[src/rtl/reduce_return_if.sv]
// Request/return bundle for the reduce_return engine: call arguments in,
// registered result plus busy/done status out.
interface reduce_return_if #(
    parameter int WIDTH = 32,
    parameter int NARGS = 4,
    parameter int SEL_W = (NARGS > 1) ? $clog2(NARGS) : 1
);
    logic                   start;
    logic [1:0]             mode;
    logic [SEL_W-1:0]       sel;
    logic [NARGS*WIDTH-1:0] args;
    logic [WIDTH-1:0]       result;
    logic                   busy;
    logic                   done;

    modport master (output start, mode, sel, args, input result, busy, done);
    modport slave  (input start, mode, sel, args, output result, busy, done);
endinterface

[src/rtl/reduce_return.sv]
// Multi-cycle reduction engine: latches NARGS arguments on start, then
// returns one selected argument (PASS) or folds them with SUM/MAX/XOR.
module reduce_return #(
    parameter int WIDTH = 32,
    parameter int NARGS = 4
) (
    input  logic           clk,
    input  logic           reset,
    reduce_return_if.slave bus
);
    localparam int SEL_W = (NARGS > 1) ? $clog2(NARGS) : 1;
    localparam int IDX_W = $clog2(NARGS);

    localparam logic [0:0] IDLE = 1'b0;
    localparam logic [0:0] RUN  = 1'b1;

    localparam logic [1:0] MODE_PASS = 2'd0;
    localparam logic [1:0] MODE_SUM  = 2'd1;
    localparam logic [1:0] MODE_MAX  = 2'd2;
    localparam logic [1:0] MODE_XOR  = 2'd3;

    localparam logic [SEL_W:0]   NARGS_EXT = (SEL_W+1)'(NARGS);
    localparam logic [IDX_W-1:0] LAST_IDX  = IDX_W'(NARGS-1);

    logic [0:0]                  state;
    logic [NARGS-1:0][WIDTH-1:0] args_q;
    logic [1:0]                  mode_q;
    logic [SEL_W-1:0]            sel_q;
    logic [IDX_W-1:0]            idx;
    logic [WIDTH-1:0]            acc;
    logic [WIDTH-1:0]            result_q;
    logic                        done_q;

    logic [WIDTH-1:0] cur;
    logic [WIDTH-1:0] comb_val;
    logic [WIDTH-1:0] pass_val;

    always_comb begin
        cur      = args_q[idx];
        pass_val = '0;
        // Out-of-range selectors return zero rather than aliasing a lane.
        if ({1'b0, sel_q} < NARGS_EXT)
            pass_val = args_q[sel_q];
        case (mode_q)
            MODE_SUM: comb_val = acc + cur;
            MODE_MAX: comb_val = (cur > acc) ? cur : acc;
            MODE_XOR: comb_val = acc ^ cur;
            default:  comb_val = cur;
        endcase
    end

    always_ff @(posedge clk or posedge reset) begin
        if (reset) begin
            state    <= IDLE;
            args_q   <= '0;
            mode_q   <= MODE_PASS;
            sel_q    <= '0;
            idx      <= '0;
            acc      <= '0;
            result_q <= '0;
            done_q   <= 1'b0;
        end else begin
            done_q <= 1'b0;
            case (state)
                IDLE: begin
                    if (bus.start) begin
                        args_q <= bus.args;
                        mode_q <= bus.mode;
                        sel_q  <= bus.sel;
                        idx    <= '0;
                        acc    <= '0;
                        state  <= RUN;
                    end
                end
                default: begin
                    if (mode_q == MODE_PASS) begin
                        result_q <= pass_val;
                        done_q   <= 1'b1;
                        state    <= IDLE;
                    end else begin
                        acc <= comb_val;
                        idx <= idx + 1'b1;
                        if (idx == LAST_IDX) begin
                            result_q <= comb_val;
                            done_q   <= 1'b1;
                            state    <= IDLE;
                        end
                    end
                end
            endcase
        end
    end

    assign bus.busy   = (state == RUN);
    assign bus.result = result_q;
    assign bus.done   = done_q;
endmodule

[src/flat_wrapper.sv]
// flat-port wrapper written by rule: the top's interface ports become plain ports
module reduce_return_flat 
#(
    parameter int WIDTH = 32,
    parameter int NARGS = 4
)
  (clk, reset, bus_start, bus_mode, bus_sel, bus_args, bus_result, bus_busy, bus_done);
  reduce_return_if #(.WIDTH(WIDTH), .NARGS(NARGS)) bus_i ();
  input  logic clk;
  input  logic reset;
  input wire logic [$bits(bus_i.start)-1:0] bus_start;
  input wire logic [$bits(bus_i.mode)-1:0] bus_mode;
  input wire logic [$bits(bus_i.sel)-1:0] bus_sel;
  input wire logic [$bits(bus_i.args)-1:0] bus_args;
  output wire logic [$bits(bus_i.result)-1:0] bus_result;
  output wire logic [$bits(bus_i.busy)-1:0] bus_busy;
  output wire logic [$bits(bus_i.done)-1:0] bus_done;
  assign bus_i.start = bus_start;
  assign bus_i.mode = bus_mode;
  assign bus_i.sel = bus_sel;
  assign bus_i.args = bus_args;
  assign bus_result = bus_i.result;
  assign bus_busy = bus_i.busy;
  assign bus_done = bus_i.done;
  reduce_return #(.WIDTH(WIDTH), .NARGS(NARGS)) u_core (.clk(clk), .reset(reset), .bus(bus_i));
endmodule
[config.mk]
export PLATFORM = sky130hd
export DESIGN_NAME = reduce_return_flat
export DESIGN_NICKNAME = d
export VERILOG_FILES = /design/src/rtl/reduce_return_if.sv /design/src/rtl/reduce_return.sv /design/src/flat_wrapper.sv
export SDC_FILE = /design/constraint.sdc
export NUM_CORES = 1
export LEC_CHECK = 0
export CORE_UTILIZATION = 59
export DETAILED_ROUTE_END_ITERATION = 16
export DONT_BUFFER_PORTS = 1
export GPL_TIMING_DRIVEN = 0
export MAX_ROUTING_LAYER = met4
export PLACE_DENSITY = 0.76
export SYNTH_ARGS = -nofsm -noshare
export SYNTH_HDL_FRONTEND = slang
export SYNTH_SLANG_ARGS = --single-unit
[constraint.sdc]
create_clock -name clk -period 5.7 [get_ports clk]
set_input_delay 0.57 -clock clk [delete_from_list [all_inputs] [get_ports clk]]
set_output_delay 0.57 -clock clk [all_outputs]
set_load 0.01 [all_outputs]
==> impl_metrics.tcl, run 1 <==
set metrics [dict create \
    timing_max_transition_violations_final 0 \
    rsz_0062_raised_after_global_routing "no" \
    die_w_um 149 \
    report.final.setup_viol 0 \
    finalHoldViolations 0 \
    critical_path_peak_fanout 10 \
    finish.net_count 1646 \
    clk_skew_ns 0.0149 \
    r2r.worst_path.cells 14 \
    initial_utilization 0.605 \
    synth_unique_cells 73 \
    post_route_cells_drive_above_1_share 0.0939 \
    period_share 0.926 \
    finalWorstPathRequiredPeriod_ns 5.28 \
    fin_setup_tns_ns 0 \
    post_cts_setup_repair_buffer_count 0 \
    die_height_um 149 \
    port_buffers 0 \
    achievable-frequency_ghz 0.189 \
    ys_seq_elements 200 \
    synth_largest_type_area_fraction 0.393 \
    timing.reg2reg.setup_slack_ns 0.42 \
    grt_remaining_overflow 0 \
    grt.met1_usage 0.524 \
    synth_ff_type "sky130_fd_sc_hd__dfrtp_1" \
    grt_use_met3 0.0887 \
    final-seq-area_um2 5000 \
    end_kind "register" \
    post-dp-hpwl_mm 31.6 \
    drt-total-wl_mm 41.3 \
    worstHoldStart "bus_args[93]" \
    layout-area-overhead-vs-synth_pct 8.32 \
    clkLatencyLatePin_ns 0.44 \
    timing.critical_path.slowest_cell_delay_ns 0.65 \
    tritoncts_clock_tree "built" \
    min_delay_worst_endpoint "u_core.args_q[93]$_DFFE_PP0P_" \
    critical_path_required_ns 5.99 \
    register_clock_pin_slew_on_the_reported_worst_setup_and_hold_paths_ns 0.08 \
    cts-buffers-inserted 17 \
    row_count 53 \
    worstHoldPathCells 2 \
    timing.rr.end "u_core.bus.result[20]$_DFFE_PP0P_" \
    drt-initial-drc-count 1147 \
    place.gp.congestion 0.982 \
    design.core.area_um2 21100 \
    timing.slew.headroom 0.261 \
    reg_to_reg_critical_path_startpoint "u_core.idx[0]$_DFFE_PP0P_" \
    cts_buffer_depth 2 \
    grt_antenna_before_repair 0 \
    outcome "finished, final reports clean" \
    vias_per_cell 6.51 \
    final_cell_mix "sky130_fd_sc_hd__nand2_1, sky130_fd_sc_hd__dfrtp_1, sky130_fd_sc_hd__a21oi_1" \
    floorplan.die_area_um2 22200 \
    synth.avg_cell_area_um2 8.97 \
    synth_cells 1421 \
    htreeDepth 4 \
    cp_cell_sequence "clkbuf_1 -> clkbuf_2 -> mux4_2 -> ha_1 -> buf_2 -> nand4_1 -> nor4_1 -> nand2_1 -> a22o_1 -> nor2_2 -> buf_4 -> mux2_2 -> a221oi_1 -> a21oi_1" \
    synth-seq-area-share 0.393 \
    cell_taking_the_most_area_after_synthesis "sky130_fd_sc_hd__dfrtp_1" \
    number_of_nets_produced_by_synthesis 1621 \
    grt_pass1_vias 11000 \
    grt_most_used_layer "met2" \
    global_route.usage.met2 0.619 \
    critical-path-slowest-cell "sky130_fd_sc_hd__mux4_2" \
    startpoint_type "register" \
    syn-cell-area_um2 12800 \
    detailedRoute.firstPassIterationCount 5 \
    vias 11300 \
    synth-warning-count 0 \
    cts_sinks 200 \
    final_non_filler_cell_area_um2 13800 \
    worst-endpoint-arrival_ns 5.56 \
    synth_enable_flop_cells 0 \
    timing.hold.worst.class "in -> reg" \
    whs_ns 0.227 \
    grt_use_total 0.402 \
    placed_area_um2 13200 \
    critPathKind "reg -> reg" \
    diodes_inserted 0 \
    most_frequent_standard_cell_in_the_layout_excluding_fill_and_tap_cells "sky130_fd_sc_hd__nand2_1" \
    async_reset_ff_frac 1.00 \
    detail-route-antenna-nets 0 \
    design.portCount 169 \
    final.fill_count 1762 \
    ctsRootBufferMaster "sky130_fd_sc_hd__clkbuf_16" \
    max_slew.worst_pin.slew_ns 1.10 \
    grt_first_pass_wirelength_mm 63.9 \
    drc_errors 0 \
    detail_route.wl_per_cell_um 23.8 \
    cap_viol_max_count 0 \
    grt_max_degree 43 \
    multiInputGateArea_um2 7110 \
    synth_area_leaders "sky130_fd_sc_hd__dfrtp_1, sky130_fd_sc_hd__nand2_1, sky130_fd_sc_hd__mux4_2" \
]
[critical path, delay by kind of cell, from the launching register on]
family	cells	cell delay, ns
multiplexers	2	1.01
adder cells (fa/ha/maj)	1	0.31
AND/OR/NAND/NOR	4	1.00
buffers and inverters	4	1.38
flip-flops	1	0.36
AO/OA/AOI/OAI	3	1.06
[stage by stage]
step,cells,utilization,worst slack (ns)
6_report,1734,0.655,0.423
5_1_grt,1734,0.655,0.0927
4_1_cts,1734,0.655,0.125
3_5_place_dp,1701,0.626,0.111
3_3_place_gp,1696,0.621,0.107
2_1_floorplan,1421,-,1.42
[layout make-up]
type | count | area share
clock inverter | 14 | 0.0116
clock buffer | 18 | 0.0318
sequential | 200 | 0.362
timing repair buffer | 6 | 0.00797
tap | 275 | 0.0249
buffer | 92 | 0.0284
multi-input combinational | 1062 | 0.514
inverter | 67 | 0.0185
[cells by family after synthesis]
family,count (synthesis),share of synthesized area
and+or+nand+nor,603,0.192
muxes,100,0.143
adders and majority gates,65,0.0644
DFF,200,0.393
buffers and inverters,159,0.0502
AOI/OAI and AO/OA,280,0.149
xor gates and xnor gates,14,0.00962
[worst max path at each step]
stage | startpoint | slack, ns | endpoint
global placement | u_core.idx[0]$_DFFE_PP0P_ | 0.11 | u_core.acc[20]$_DFFE_PP0P_
detailed placement | u_core.idx[0]$_DFFE_PP0P_ | 0.11 | u_core.acc[28]$_DFFE_PP0P_
floorplan | u_core.idx[0]$_DFFE_PP0P_ | 1.42 | u_core.acc[20]$_DFFE_PP0P_
CTS | u_core.idx[0]$_DFFE_PP0P_ | 0.12 | u_core.acc[28]$_DFFE_PP0P_
global route | u_core.idx[0]$_DFFE_PP0P_ | 0.09 | u_core.acc[20]$_DFFE_PP0P_
finish | u_core.idx[0]$_DFFE_PP0P_ | 0.42 | u_core.bus.result[20]$_DFFE_PP0P_
[what timing repair did]
action,CTS,global route
setup endpoints to repair,0,13
gates resized for setup,0,6
hold buffers,1,0
endpoints found under the hold margin,8,0
[cell usage after synthesis (all sizes together), types with 5 or more instances]
library cell,n
nor2b,14
a31oi,12
a21oi,75
o311ai,5
o31ai,10
a22o,16
dfrtp,200
o22a,18
nor2,58
a32oi,6
mux4,64
a221oi,5
mux2,15
buf,22
nand2,478
ha,64
o22ai,9
nor4,7
o21ai,48
nand4,8
nand3,11
mux2i,21
inv,66
a22oi,8
and4,5
o21bai,7
clkbuf,70
xnor2,12
o211ai,13
a21o,8
[sequential cells by signal (all words and copies together) (netlist names)]
signal,count
u_core.mode_q,2
u_core.bus.result,32
u_core.bus.done,1
u_core.args_q,128
u_core.acc,32
u_core.idx,2
u_core.sel_q,2
u_core.bus.busy,1
[routing by layer]
metal	vias up	share of wire
met2	645	0.47
li1	5007	-
met5	-	0
met1	5543	0.39
met3	100	0.10
met4	0	0.034
Power of run 1 is not shown: default switching activity piles up to over one toggle a cycle in this logic, so the estimate is an artifact.
==> run 2, diff against run 1 <==
--- a/config.mk
+++ b/config.mk
@@ -11,6 +11,7 @@
 export GPL_TIMING_DRIVEN = 0
 export MAX_ROUTING_LAYER = met4
 export PLACE_DENSITY = 0.76
+export SKIP_CTS_REPAIR_TIMING = 1
 export SYNTH_ARGS = -nofsm -noshare
 export SYNTH_HDL_FRONTEND = slang
 export SYNTH_SLANG_ARGS = --single-unit
==> results of run 2 <==
Final layout, timing and power as in run 1 (identical DEF).
Among the figures that moved: wire length of the first global-routing pass 63900 um -> 63800 um; met2 usage 0.619 -> 0.618
Power of run 2 is left out for the same reason.
==> run 3, diff against run 2 <==
--- a/config.mk
+++ b/config.mk
@@ -5,9 +5,8 @@
 export SDC_FILE = /design/constraint.sdc
 export NUM_CORES = 1
 export LEC_CHECK = 0
-export CORE_UTILIZATION = 59
+export CORE_UTILIZATION = 51
 export DETAILED_ROUTE_END_ITERATION = 16
-export DONT_BUFFER_PORTS = 1
 export GPL_TIMING_DRIVEN = 0
 export MAX_ROUTING_LAYER = met4
 export PLACE_DENSITY = 0.76
==> impl_metrics.tcl, run 3 (same netlist as run 1, synthesis figures left out) <==
set metrics [dict create \
    grt_pass1_vias 11600 \
    most_frequent_standard_cell_in_the_layout_excluding_fill_and_tap_cells "sky130_fd_sc_hd__nand2_1" \
    grt_remaining_overflow 0 \
    layout-area-overhead-vs-synth_pct 21.7 \
    diodes_inserted 0 \
    cts-buffers-inserted 17 \
    floorplan.die_area_um2 25600 \
    timing_max_transition_violations_final 0 \
    critical_path_peak_fanout 10 \
    timing.reg2reg.setup_slack_ns 0.37 \
    whs_ns 0.381 \
    worst-endpoint-arrival_ns 5.69 \
    grt_first_pass_wirelength_mm 66.6 \
    initial_utilization 0.523 \
    clk_skew_ns 0.0169 \
    cts_buffer_depth 2 \
    max-vdd-ir-drop_mv 0.319 \
    r2r.worst_path.cells 13 \
    total_leakage_power_nw 7.05 \
    finish.net_count 1813 \
    die_height_um 160 \
    row_count 57 \
    drt-total-wl_mm 43.4 \
    max_slew.worst_pin.slew_ns 1.03 \
    detail-route-antenna-nets 0 \
    final.fill_count 2042 \
    critical_path_required_ns 6.06 \
    cts_sinks 200 \
    period_share 0.935 \
    place.gp.congestion 0.959 \
    die_w_um 160 \
    drc_errors 0 \
    timing.hold.worst.class "in -> async" \
    grt_max_degree 45 \
    reg_to_reg_critical_path_startpoint "u_core.idx[0]$_DFFE_PP0P_" \
    cap_viol_max_count 0 \
    post_route_cells_drive_above_1_share 0.0836 \
    port_buffers 168 \
    timing.slew.headroom 0.307 \
    finalHoldViolations 0 \
    post-dp-hpwl_mm 33.7 \
    design.core.area_um2 24400 \
    final_cell_mix "sky130_fd_sc_hd__nand2_1, sky130_fd_sc_hd__dfrtp_1, sky130_fd_sc_hd__clkdlybuf4s50_1" \
    critPathKind "reg -> reg" \
    register_clock_pin_slew_on_the_reported_worst_setup_and_hold_paths_ns 0.08 \
    fin_setup_tns_ns 0 \
    startpoint_type "register" \
    outcome "finished, final reports clean" \
    rsz_0062_raised_after_global_routing "no" \
    htreeDepth 4 \
    drt-initial-drc-count 1443 \
    vias_per_cell 6.18 \
    grt_use_total 0.354 \
    clkLatencyLatePin_ns 0.45 \
    grt_antenna_before_repair 0 \
    timing.rr.end "u_core.acc[30]$_DFFE_PP0P_" \
    detail_route.wl_per_cell_um 22.2 \
    detailedRoute.firstPassIterationCount 8 \
    achievable-frequency_ghz 0.188 \
    vias 12100 \
    power_per_cell_area_nw_per_um2 727 \
    end_kind "register" \
    ctsRootBufferMaster "sky130_fd_sc_hd__clkbuf_16" \
    design.portCount 169 \
    largest_reg_flops 128 \
    report.final.setup_viol 0 \
    largest_register "u_core.args_q" \
    tritoncts_clock_tree "built" \
    finalWorstPathRequiredPeriod_ns 5.33 \
]
## run 3: cell count changes in the layout (fill, tap and decap cells not counted), sizes merged
| cell | before | now |
|---|---|---|
| dlygate4sd3 | 1 | 0 |
| clkdlybuf4s50 | 0 | 168 |
| inv | 71 | 72 |
| bufinv | 1 | 0 |
| clkinv | 5 | 7 |
| clkinvlp | 4 | 2 |
## run 3: worst max path at each step
stage                                 endpoint  cells past startpoint                 startpoint  slack [ns]
finish              u_core.acc[30]$_DFFE_PP0P_                     13  u_core.idx[0]$_DFFE_PP0P_        0.37
global route        u_core.acc[20]$_DFFE_PP0P_                     14  u_core.idx[0]$_DFFE_PP0P_        0.15
CTS                 u_core.acc[20]$_DFFE_PP0P_                     14  u_core.idx[0]$_DFFE_PP0P_        0.07
detailed placement  u_core.acc[20]$_DFFE_PP0P_                     14  u_core.idx[0]$_DFFE_PP0P_        0.07
global placement    u_core.acc[20]$_DFFE_PP0P_                     14  u_core.idx[0]$_DFFE_PP0P_         0.1
floorplan           u_core.acc[20]$_DFFE_PP0P_                     14  u_core.idx[0]$_DFFE_PP0P_        1.42
## run 3: report_power, final
part,leakage [nW],total (mW),internal [mW],switching (mW)
Combinational,4.31,7.43,2.97,4.47
Sequential,2.46,2.65,2.10,0.556
Clock,0.280,1.20,0.587,0.614
## run 3: stage by stage
step                instance area, um^2  total power, mW  instances   util  setup slack (ns)
detailed placement                14900             9.88       1918  0.613            0.0737
global route                      15500             11.9       1950  0.636             0.154
finish                            15500             11.3       1950  0.636             0.371
global placement                  14800             9.72       1913  0.608            0.0991
floorplan                         12800             7.47       1421      -              1.42
CTS                               15500             11.1       1950  0.636            0.0730
## run 3: area by class of cell
type	count	area, um^2	share of cell area
Timing Repair Buffer	173	1780	0.115
Sequential cell	200	5000	0.322
Inverter	67	255	0.0164
Tap cell	324	405	0.0261
Clock buffer	18	429	0.0276
Buffer	92	393	0.0253
Clock inverter	14	149	0.00959
Multi-Input combinational cell	1062	7110	0.458
## run 3: worst max-delay path, stage by stage (launching register included)
cell                       delay, ns
sky130_fd_sc_hd__dfrtp_1        0.35
sky130_fd_sc_hd__clkbuf_1       0.41
sky130_fd_sc_hd__clkbuf_2       0.52
sky130_fd_sc_hd__mux4_2         0.66
sky130_fd_sc_hd__ha_1           0.24
sky130_fd_sc_hd__fa_1           0.39
sky130_fd_sc_hd__nor2b_1        0.16
sky130_fd_sc_hd__o21ai_0        0.32
sky130_fd_sc_hd__a31oi_1        0.27
sky130_fd_sc_hd__nor3b_1        0.61
sky130_fd_sc_hd__o31ai_1        0.17
sky130_fd_sc_hd__a311oi_1       0.64
sky130_fd_sc_hd__mux2_2         0.41
sky130_fd_sc_hd__o211ai_1       0.09
## run 3: metal layers
metal	vias to the layer above	share of wire	global-route usage
li1	5352	-	-
met1	5918	0.41	0.478
met2	666	0.47	0.551
met3	115	0.079	0.0447
met4	0	0.036	0.131
met5	-	0	-
Power figures use the tool's default switching activity.
